===== src/rtl/prog_loader.sv =====
// prog_loader: framed byte-stream loader that writes an image into RAM,
// verifies its trailing checksum and releases the core only on a good frame.
module prog_loader #(
  parameter int AW = 20,
  parameter int LW = 16
) (
  input  logic          clk,
  input  logic          rst,
  input  logic [7:0]    in_data,
  input  logic          in_valid,
  output logic          in_ready,
  output logic [AW-1:0] mem_addr,
  output logic [7:0]    mem_data,
  output logic          mem_we,
  output logic          busy,
  output logic          done,
  output logic          err,
  output logic          run
);
  typedef enum logic [2:0] {IDLE, ADR0, ADR1, ADR2, LEN0, LEN1, DATA, CSUM} state_t;
  state_t        r_state;
  logic [AW-1:0] r_ptr;
  logic [LW-1:0] r_cnt;
  logic [7:0]    r_sum;
  logic          r_rdy;
  logic [AW-1:0] r_mem_addr;
  logic [7:0]    r_mem_data;
  logic          r_mem_we;
  logic          r_busy;
  logic          r_done;
  logic          r_err;
  logic          r_run;
  logic          w_acc;
  logic [7:0]    w_sum;
  logic [LW-1:0] w_len;
  assign w_acc    = in_valid && r_rdy;
  assign w_sum    = r_sum + in_data;
  assign w_len    = r_cnt | LW'({in_data, 8'h00});
  assign in_ready = r_rdy;
  assign mem_addr = r_mem_addr;
  assign mem_data = r_mem_data;
  assign mem_we   = r_mem_we;
  assign busy     = r_busy;
  assign done     = r_done;
  assign err      = r_err;
  assign run      = r_run;
  always_ff @(posedge clk or negedge rst) begin
    if (!rst) begin
      r_state    <= IDLE;
      r_ptr      <= '0;
      r_cnt      <= '0;
      r_sum      <= '0;
      r_rdy      <= 1'b0;
      r_mem_addr <= '0;
      r_mem_data <= '0;
      r_mem_we   <= 1'b0;
      r_busy     <= 1'b0;
      r_done     <= 1'b0;
      r_err      <= 1'b0;
      r_run      <= 1'b0;
    end else begin
      r_rdy    <= 1'b1;
      r_mem_we <= 1'b0;
      r_done   <= 1'b0;
      if (w_acc) begin
        if (r_state != IDLE) r_sum <= w_sum;
        case (r_state)
          IDLE: if (in_data == 8'hA5) begin
            r_state <= ADR0;
            r_busy  <= 1'b1;
            r_err   <= 1'b0;
            r_run   <= 1'b0;
            r_sum   <= '0;
            r_cnt   <= '0;
            r_ptr   <= '0;
          end
          ADR0: begin
            r_ptr   <= AW'(in_data);
            r_state <= ADR1;
          end
          ADR1: begin
            r_ptr   <= r_ptr | AW'({in_data, 8'h00});
            r_state <= ADR2;
          end
          ADR2: begin
            r_ptr   <= r_ptr | AW'({in_data, 16'h0000});
            r_state <= LEN0;
          end
          LEN0: begin
            r_cnt   <= LW'(in_data);
            r_state <= LEN1;
          end
          LEN1: begin
            r_cnt   <= w_len;
            r_state <= (w_len == '0) ? CSUM : DATA;
          end
          DATA: begin
            r_mem_addr <= r_ptr;
            r_mem_data <= in_data;
            r_mem_we   <= 1'b1;
            r_ptr      <= r_ptr + 1'b1;
            r_cnt      <= r_cnt - 1'b1;
            r_state    <= (r_cnt == LW'(1)) ? CSUM : DATA;
          end
          CSUM: begin
            r_done  <= 1'b1;
            r_busy  <= 1'b0;
            r_run   <= (w_sum == 8'h00);
            r_err   <= (w_sum != 8'h00);
            r_state <= IDLE;
          end
          default: r_state <= IDLE;
        endcase
      end
    end
  end
endmodule

===== config.mk =====
export PLATFORM = sky130hd
export DESIGN_NAME = prog_loader
export DESIGN_NICKNAME = d
export VERILOG_FILES = /design/src/rtl/prog_loader.sv
export SDC_FILE = /design/constraint.sdc
export NUM_CORES = 1
export LEC_CHECK = 0
export ABC_CLOCK_PERIOD_IN_PS = 4770
export CAP_MARGIN = 20
export CELL_PAD_IN_SITES_DETAIL_PLACEMENT = 1
export CELL_PAD_IN_SITES_GLOBAL_PLACEMENT = 1
export CORE_MARGIN = 1.5
export CORE_UTILIZATION = 47
export CTS_BUF_LIST = sky130_fd_sc_hd__clkbuf_16
export CTS_CLUSTER_DIAMETER = 150
export DETAILED_ROUTE_END_ITERATION = 16
export PLACE_DENSITY_LB_ADDON = 0.08
export SETUP_SLACK_MARGIN = 0.5
export SLEW_MARGIN = 10
export SYNTH_ARGS = -nofsm -noshare
export SYNTH_HDL_FRONTEND = slang
export SYNTH_SLANG_ARGS = --single-unit

===== constraint.sdc =====
create_clock -name clk -period 4.77 [get_ports clk]
set_clock_uncertainty 0.1 [all_clocks]
set_input_delay 0.477 -clock clk [delete_from_list [all_inputs] [get_ports clk]]
set_output_delay 0.477 -clock clk [all_outputs]
set_load 0.02 [all_outputs]

==> summary.md <==
| Metric | Value |
|---|---|
| Status | `finished, final reports clean` |
| Initial antenna violation count | `0` |
| Synth warn | `0` |
| Fin. Hold Viols | `0` |
| Final Setup Violations | `0` |
| Synth cell types | `64` |
| Clk slew on worst S/H paths | `60 ps` |
| Detail Route met2 WL | `6.48 mm` |
| Core area | `0.00928 mm^2` |
| PortBufs | `44` |
| Crit path max fanout | `9` |
| Share of layout cells above drive strength 1 | `0.0653` |
| Io pins | `45` |
| Synth top area share | `0.450` |
| Clk buf depth | `2` |
| Final Total Pwr | `0.00341 W` |
| Total GRT Usage | `0.273` |
| Chip Width | `101 um` |
| Post-synth EDFFs | `0` |
| Fin area | `0.00527 mm^2` |
| TritonCTS Sinks | `81` |
| CTS tree | `built` |
| Ys async rst share | `1.00` |
| CTS H-Tree Depth | `3` |
| Cell taking the most area after synthesis | `dfrtp_1` |
| R2R Setup Slk | `1940 ps` |
| Fmax | `339 MHz` |
| Cell Pwr Density | `648 mW/mm^2` |
| Met1 Wirelength | `5.71 mm` |
| Tcrit/Tclk final | `0.619` |
| PostCTS Resize Cnt | `0` |
| Synth Register Bits | `81` |
| Hold Path Class | `input port to asynchronous set/reset pin` |
| WHS | `13.3 ps` |
| Critical R2R Launch | `r_state[2]` |
| WS Path Type | `input port to flip-flop` |
| DR DRC count | `0` |
| Static Leakage | `2.36 nW` |
| FILL cells | `1112` |
| Final nets | `569` |
| Ys flop type | `dfrtp_1` |
| Area after DPL | `0.00496 mm^2` |
| Cts hold-fix bufs | `0` |
| Initial core utilization | `0.485` |
| Root Driver | `clkbuf_16` |
| Setup ws final | `1820 ps` |
| Cell depth of the worst flop-to-flop path | `7` |
| DP HPWL | `8.66 mm` |
| Crit path DAT | `3070 ps` |
| Setup TNS | `0 ps` |
| DR WL met3 | `568 um` |
| Total Wirelength | `13.1 mm` |
| Reg-to-Reg End | `r_ptr[18]` |
| Worst Setup Start Kind | `input port` |
| Placer Congestion | `0.860` |
| Drt wl/cell | `19.3 um` |
| Final min period | `2950 ps` |
| N_diodes | `0` |
| Grt ovf | `0` |
| Post-CTS setup buffers | `0` |
| Max_cap viols | `0` |
| Slew headroom | `0.440` |
| Cell with the most instances after synthesis | `nand2_1` |
| Seq/Total Area, Yosys | `0.450` |
| Die Y | `101 um` |
| First-pass iteration count of the detailed router | `5` |
| Initial DRC count | `204` |
| Vias in the first global route | `4174` |
| Largest net degree at the start of global routing | `82` |
| CP required | `4890 ps` |
| Syn Nets | `535` |
| Avg Cell Area, Syn | `8.78 um^2` |
| Total CTS buffers | `9` |
| Area Growth Syn to Fin | `17.1%` |
| DIE AREA | `0.0102 mm^2` |
| Vias post-DR | `4073` |
| Worst skew pair latency | `330 ps` |
| Vias per cell | `5.99` |
| Commonest cells in the netlist | `117 x nand2_1, 81 x dfrtp_1, 53 x o21ai_0, 42 x nor2_1, 23 x a21oi_1` |
| Top Metal Used | `met4` |
| Pre-CTS setup slack | `1520 ps` |
| Max IR drop VDD | `0.287 mV` |
| Mapped Area | `0.00450 mm^2` |
| RSZ-0062 raised after global routing | `no` |
| Mapped Cells | `513` |
| Main area contributors after synthesis | `dfrtp_1 45%, nand2_1 9.8%, o21ai_0 5.9%` |
| Worst Max-Slew Pin Slew | `840 ps` |
| Row count | `35` |
| Global-route wire length before repair | `21.6 mm` |
| Slew Limit Fails | `0` |
| DRT antenna net count | `0` |
| Setup crit end kind | `flip-flop` |
-- sequential cells by signal (all words and copies together) (netlist names) --
register and flops:
mem_addr 20, err 1, r_state 3, done 1
in_ready 1, r_sum 8, mem_we 1, busy 1
run 1, r_ptr 20, mem_data 8, r_cnt 16
-- layout make-up --
class,count,area (um^2),share of cell area
multi-input combinational,397,2270,0.431
sequential,81,2030,0.385
timing repair buffer,49,488,0.0926
clock buffer,9,225,0.0427
tap,129,161,0.0306
clock inverter,6,61.3,0.0116
inverter,9,33.8,0.00641
-- kinds of logic (layout without fill, tap and decap cells) --
| logic type | count (synthesis) | in the layout | synth area share |
|---|---|---|---|
| AO/OA/AOI/OAI | 139 | 139 | 0.194 |
| XOR/XNOR | 20 | 20 | 0.0389 |
| adder cells (fa/ha/maj) | 11 | 11 | 0.0322 |
| buffers and inverters | 35 | 73 | 0.0461 |
| flip-flops | 81 | 81 | 0.450 |
| multiplexers | 1 | 1 | 0.00222 |
| other | 1 | 1 | 0.000833 |
| AND/OR/NAND/NOR | 225 | 225 | 0.236 |
-- cells in the final DEF (no fill, tap or decap), types with 5 or more instances in the layout --
cell	n
ha_1	10
nor2_1	42
o21ai_0	52
xnor2_1	8
inv_1	10
clkdlybuf4s50_1	43
dfrtp_1	81
o21ai_1	8
nand3_1	13
nand2_1	117
nor2b_1	5
a22o_1	7
a21oi_1	23
a31oi_1	6
o31ai_1	5
clkbuf_16	9
buf_4	5
xor2_1	12
nor3_1	10
a22oi_1	9
-- layer usage --
layer	vias to the layer above	global-route usage
met5	-	0
met1	2055	0.366
li1	1878	-
met3	28	0.0305
met2	112	0.452
met4	0	0.109
-- where the power goes --
part	internal [W]	switching, W
Clock	0.000399	0.000277
Combinational	0.000595	0.000850
Sequential	0.000964	0.000328
Total	0.00196	0.00145
-- stage by stage --
stage               std cells   util
floorplan                 513      -
global placement          664  0.535
detailed placement        664  0.535
CTS                       679  0.565
global route              680  0.568
finish                    680  0.568
-- critical path, cell delays in order --
cell and delay [ps]:
clkdlybuf4s50_1 790, fa_1 620, a211oi_1 350, o21bai_1 140, a21oi_1 180, xor2_1 210
nand4_1 130, nor2b_1 160
-- how the worst max path moves through the flow --
stage | cells after the start | from | to
finish | 8 | in_data[1] | err
global placement | 8 | in_data[1] | err
CTS | 8 | in_data[1] | err
global route | 8 | in_data[1] | r_sum[7]
detailed placement | 8 | in_data[1] | err
floorplan | 8 | in_data[0] | err
No activity file was read; power rests on OpenSTA's default activity.
